===== src/rtl/mem_master.sv =====
// mem_master: single-transaction initiator for the single-port memory bus.
//
// Takes read/write commands on a valid/ready command channel, performs exactly
// one memory access per command, and returns read data on a valid/ready
// response channel. Only one transaction is in flight at any time.
//
// Ports
//   clk        : clock, rising edge
//   rst        : asynchronous, active-low reset
//   cmd_valid  : command present            cmd_ready : command accepted on handshake
//   cmd_rw     : 1 = write, 0 = read        cmd_addr  : command address
//   cmd_wdata  : write data (ignored for reads)
//   rsp_valid  : response present           rsp_ready : response consumed on handshake
//   rsp_rdata  : read data (0 for write acks)
//   rsp_is_wr  : response is a write ack (tied 0 unless MEM_MASTER_WRACK_EN)
//   busy       : FSM not idle
//   mem_addr_o, mem_rw_o, mem_en_o, mem_data_o : drive the memory inputs
//   mem_data_i : registered memory read data, valid one cycle after a read access
//
// Build option
//   MEM_MASTER_WRACK_EN : when defined, every write returns a write-ack response
//                         (rsp_is_wr=1, rsp_rdata=0) and completes on its handshake.
//
// All outputs come straight from registers (state or data flops); nothing on the
// command or response inputs reaches an output combinationally.

module mem_master #(
  parameter int ADDR_WIDTH = 2,
  parameter int DATA_WIDTH = 8
) (
  input  logic                  clk,
  input  logic                  rst,
  input  logic                  cmd_valid,
  output logic                  cmd_ready,
  input  logic                  cmd_rw,
  input  logic [ADDR_WIDTH-1:0] cmd_addr,
  input  logic [DATA_WIDTH-1:0] cmd_wdata,
  output logic                  rsp_valid,
  input  logic                  rsp_ready,
  output logic [DATA_WIDTH-1:0] rsp_rdata,
  output logic                  rsp_is_wr,
  output logic                  busy,
  output logic [ADDR_WIDTH-1:0] mem_addr_o,
  output logic                  mem_rw_o,
  output logic                  mem_en_o,
  output logic [DATA_WIDTH-1:0] mem_data_o,
  input  logic [DATA_WIDTH-1:0] mem_data_i
);

  typedef enum logic [1:0] {
    IDLE  = 2'd0,
    ISSUE = 2'd1,
    CAPT  = 2'd2,
    RESP  = 2'd3
  } state_t;

  state_t state;
  state_t state_nxt;
  logic   accept;

  assign accept = cmd_valid && cmd_ready;

  always_comb begin
    state_nxt = state;
    case (state)
      IDLE:  if (accept) state_nxt = ISSUE;
      ISSUE: begin
        if (mem_rw_o) begin
`ifdef MEM_MASTER_WRACK_EN
          state_nxt = RESP;
`else
          state_nxt = IDLE;
`endif
        end else begin
          state_nxt = CAPT;
        end
      end
      CAPT:  state_nxt = RESP;
      RESP:  if (rsp_ready) state_nxt = IDLE;
      default: state_nxt = IDLE;
    endcase
  end

  // cmd_ready is its own flop (rather than a decode of state) so that it reads
  // 0 while reset is asserted and rises on the first edge after release.
  always_ff @(posedge clk or negedge rst) begin
    if (!rst) begin
      state     <= IDLE;
      cmd_ready <= 1'b0;
    end else begin
      state     <= state_nxt;
      cmd_ready <= (state_nxt == IDLE);
    end
  end

  // Command capture: these registers drive the memory bus directly and stay
  // stable from accept through the ISSUE cycle.
  always_ff @(posedge clk or negedge rst) begin
    if (!rst) begin
      mem_addr_o <= '0;
      mem_rw_o   <= 1'b0;
      mem_data_o <= '0;
    end else if (accept) begin
      mem_addr_o <= cmd_addr;
      mem_rw_o   <= cmd_rw;
      mem_data_o <= cmd_wdata;
    end
  end

  // Response data: the memory presents read data one cycle after the access,
  // which is the CAPT cycle.
  always_ff @(posedge clk or negedge rst) begin
    if (!rst) begin
      rsp_rdata <= '0;
    end else if (state == CAPT) begin
      rsp_rdata <= mem_data_i;
`ifdef MEM_MASTER_WRACK_EN
    end else if (state == ISSUE && mem_rw_o) begin
      rsp_rdata <= '0;
`endif
    end
  end

`ifdef MEM_MASTER_WRACK_EN
  always_ff @(posedge clk or negedge rst) begin
    if (!rst) begin
      rsp_is_wr <= 1'b0;
    end else if (state == CAPT) begin
      rsp_is_wr <= 1'b0;
    end else if (state == ISSUE && mem_rw_o) begin
      rsp_is_wr <= 1'b1;
    end
  end
`else
  assign rsp_is_wr = 1'b0;
`endif

  assign busy      = (state != IDLE);
  assign mem_en_o  = (state == ISSUE);
  assign rsp_valid = (state == RESP);

endmodule


===== config.mk =====
export PLATFORM = sky130hd
export DESIGN_NAME = mem_master
export DESIGN_NICKNAME = d
export VERILOG_FILES = /design/src/rtl/mem_master.sv
export SDC_FILE = /design/constraint.sdc
export NUM_CORES = 1
export LEC_CHECK = 0
export CAP_MARGIN = 0
export CORE_MARGIN = 4
export CORE_UTILIZATION = 40
export DETAILED_ROUTE_END_ITERATION = 10
export GPL_ROUTABILITY_DRIVEN = 0
export PLACE_DENSITY = 0.84
export SETUP_SLACK_MARGIN = 0.02
export SYNTH_ARGS = -nofsm -noshare
export SYNTH_HDL_FRONTEND = slang
export SYNTH_SLANG_ARGS = --single-unit

===== constraint.sdc =====
create_clock -name clk -period 3 [get_ports clk]
set_input_delay 0.6 -clock clk [delete_from_list [all_inputs] [get_ports clk]]
set_output_delay 0.6 -clock clk [all_outputs]
set_load 0.01 [all_outputs]

======== Yosys cells after proc, flatten, opt, wreduce, memory -nomap -nowiden ========
Cells that the tools add are included.
operators by class
  reduce and logical (&&, ||, !) cells .... 4
  add/subtract/negate cells ............... 0
  shift operators ......................... 0
  order comparisons ....................... 0
  multiplexer cells ....................... 4
  bitwise logic cells ..................... 0
  eq/ne operators ......................... 3
  div/mod/pow operators ................... 0
  $mul .................................... 0
operators by type and width
  operator              count
  $pmux W2 S4           1
  $mux W2               3
  $eq A2 B2 Y1 const B  2
  $logic_not A2 Y1      2
  $eq A2 B1 Y1 const B  1
  $reduce_bool A2 Y1    1
  $logic_and A1 B1 Y1   1
word-level totals
  logic and storage cells ................. 17
  flip-flop bits (word level) ............. 22
  memories kept ........................... 0
  bits in latches ......................... 0
  bits in writable memories ............... 0
  bits in read-only memories .............. 0

======== Depth between registers and ports, before layout ========
  depth after elaboration ................. 4
  mapped depth ............................ 3

======== Worst setup path after synthesis ========
No wires, ideal clock.
  kind .................................... register to output
  start point ............................. register state[1]
  end point ............................... output busy
  arrival ................................. 0.737 ns
  cell stages (with the launch flop) ...... 2
  required time ........................... 2.400 ns
  slack ................................... 1.663 ns
  path buffers ............................ 0
  cells stage by stage .................... dfrtp_1 > or2_2
between the ends
  word-level cells in the longest chain between the ends .. 1
ends and longest elaborated chain
  what                    RTL line  RTL
  start, declared         57        state_t state;
  start signal, assigned  91        state <= state_nxt;
  $reduce_bool A2 Y1      138       assign busy = (state != IDLE);
  end, declared           42        output logic busy,
Every way passes these cells.

======== Worst setup path after layout ========
Same ends and word-level chain as after synthesis.

==> impl_metrics.sql <==
INSERT INTO impl_metrics (metric_group, metric, value, unit) VALUES
('outcome', 'status', 'completed', ''),
('clocking', 'htree_num_levels', '1', ''),
('logic_synthesis', 'syn_avg_cell_area', '15.8', 'sq um'),
('worst_setup_path', 'worst-r2r-cell-count', '2', ''),
('logic_synthesis', 'proportion_of_synthesized_flip_flops_having_asynchronous_set_or_reset', '100', '%'),
('floorplan', 'die_width', '55.5', 'um'),
('clocking', 'cts_made_buffers', '3', ''),
('clocking', 'cts.repair.resized', '0', ''),
('grt', 'grt_util_all_layers', '13.4', '%'),
('grt', 'gr-total-overflow', '0', ''),
('placement', 'buffer_ports.inserted', '45', ''),
('worst_setup_path', 'cell_with_the_biggest_individual_delay_on_the_critical_path', 'clkdlybuf4s50_1', ''),
('drt', 'postRouteWirelength', '1.89', 'mm'),
('timing', 'setup_viol', '0', ''),
('drt', 'detailed_route_drc_error_count', '0', ''),
('logic_synthesis', 'synth_nets', '80', ''),
('grt', 'grt_pass1_wl', '3.19', 'mm'),
('drt', 'first_pass_iters', '4', ''),
('grt', 'first_global_vias', '637', ''),
('worst_setup_path', 'timing.critical_path.fanout_max', '8', ''),
('grt', 'maximum_number_of_pins_on_one_net_before_global_route_repair', '23', ''),
('clocking', 'clk_pin_slew', '0.12', 'ns'),
('worst_setup_path', 'critical_path_class', 'reg2out', ''),
('final_layout', 'area_growth_syn_to_layout', '55.1', '%'),
('hold_path', 'worst_hold_path.num_cells', '1', ''),
('clocking', 'max-clock-path-buffers', '2', ''),
('logic_synthesis', 'syn_area', '902', 'sq um'),
('clocking', 'cts_tree', 'yes', ''),
('grt', 'grtUsageMet2', '22.8', '%'),
('drt', 'ant_nets', '0', ''),
('logic_synthesis', 'synth-main-ff-cell', 'dfrtp_1', ''),
('final_layout', 'final_cell_area', '1400', 'sq um'),
('timing', 'final.setup.tns', '0', 'ns'),
('clocking', 'cts_hold_bufs', '0', ''),
('worst_setup_path', 'critical_path.startpoint_type', 'register', ''),
('worst_setup_path', 'max_stage_delay', '0.48', 'ns'),
('placement', 'place_area', '1360', 'sq um'),
('run', 'maxCapViolations', '0', ''),
('clocking', 'clock_latency_of_the_later_clocked_register_in_the_worst_skew_pair', '0.29', 'ns'),
('final_layout', 'postLayoutCoreUtil', '68.5', '%'),
('worst_setup_path', 'crit_end_element', 'output port', ''),
('drt', 'routed-via-count', '614', ''),
('final_layout', 'nFillCells', '157', ''),
('grt', 'grt-busiest-layer', 'met2', ''),
('grt', 'number_of_antenna_violations_at_the_first_check_in_global_routing', '0', ''),
('timing', 'rsz0062_at_grt', 'no', ''),
('timing', 'finalCriticalPeriod', '2.13', 'ns'),
('clocking', 'numClockSinks', '22', ''),
('floorplan', 'fp.coreArea', '2040', 'sq um'),
('worst_setup_path', 'cp.buffers_inverters', '1', ''),
('logic_synthesis', 'yosys_register_bits', '22', ''),
('timing', 'tightest_slew', '0.941', 'ns'),
('worst_setup_path', 'timing.critical_path.arrival', '1.53', 'ns'),
('floorplan', 'num_io_pins', '47', ''),
('grt', 'm3_gr_usage', '3.73', '%'),
('logic_synthesis', 'synth.distinct_cells', '18', ''),
('timing', 'final.setup_skew', '0.00714', 'ns'),
('final_layout', 'drive_gt1_share', '26.2', '%'),
('floorplan', 'row_count', '16', ''),
('logic_synthesis', 'syn-instance-count', '57', ''),
('drt', 'vias_per_cell', '4.72', ''),
('worst_setup_path', 'timing.critical_path.cells', 'or2_2, clkdlybuf4s50_1', ''),
('pwr', 'cellLeakagePower', '0.000612', 'uW'),
('timing', 'slew_viol_final', '0', ''),
('timing', 'max_slew_margin', '37.1', '%'),
('logic_synthesis', 'synth_seq_area_share', '61.0', '%'),
('floorplan', 'dieArea', '3080', 'sq um'),
('drt', 'wl_per_cell', '14.5', 'um'),
('placement', 'hpwl_after_dpl', '1.49', 'mm'),
('floorplan', 'floorplan.initialDensity', '44.2', '%'),
('final_layout', 'final_net_count', '127', '');
report_power, final:
| part | switching, uW | internal (uW) |
|---|---|---|
| Sequential | 93.2 | 449 |
| Combinational | 252 | 505 |
| Clock | 80.3 | 73.9 |
| Total | 426 | 1030 |
worst reg2reg max path, cell delays in order (launching register included):
cell      delay [ns]
dfrtp_1         0.45
nand2b_1        0.47
mux2_4          0.35
sequential cells by signal (all words and copies together) (netlist names):
| name | count |
|---|---|
| rsp_rdata | 8 |
| cmd_ready | 1 |
| state | 2 |
| mem_addr_o | 2 |
| mem_data_o | 8 |
| mem_rw_o | 1 |
layout by cell type, fill, tap and decap left out, types with 2 or more instances in the layout:
cell,netlist,final
dfrtp_1,22,22
clkbuf_4,0,3
mux2_2,11,11
mux2_4,8,8
nand2_1,2,2
clkdlybuf4s50_1,0,45
per-layer routing:
layer	vias up	wire length [um]	share of wire, %
li1	287	-	-
met1	300	781	41
met2	25	955	51
met3	2	121	6.4
met4	0	27	1.4
met5	-	0	0
synth_stat cells, types with 2 or more instances:
master   number  area, sq um
mux2_2       11          124
mux2_4        8          120
nand2_1       2         7.51
dfrtp_1      22          551
path summary, 6_finish.rpt:
path	startpoint	endpoint	slack, ns
worst max-delay path	state[1]	busy	0.87
worst min-delay path	mem_data_o[2]	mem_data_o[2]	0.51
worst max register to register	state[0]	rsp_rdata[3]	1.64
worst min register to register	mem_data_o[2]	mem_data_o[2]	0.51
max in group asynchronous	rst	rsp_rdata[5]	1.61
min in group asynchronous	rst	mem_data_o[3]	0.82
logic make-up after synthesis:
group,share of synthesized area (%)
AO/OA/AOI/OAI,2.64
AND/OR/NAND/NOR,6.24
flip-flops,61.0
other,0.416
multiplexers,27.0
buffers and inverters,2.63
stage by stage:
stage	setup slack [ns]	cells	power (uW)
3_3_place_gp	1.12	126	1300
6_report	0.869	130	1450
5_1_grt	0.785	130	1550
2_1_floorplan	1.66	57	933
3_5_place_dp	1.09	126	1320
4_1_cts	0.846	130	1480
final cells by class:
class	count	area (sq um)	area share [%]
Multi-Input combinational cell	32	328	23.4
Tap cell	27	33.8	2.42
Clock buffer	4	36.3	2.59
Timing Repair Buffer	45	450	32.2
Sequential cell	22	551	39.4
Note: power is estimated with default switching activity, not from simulation.
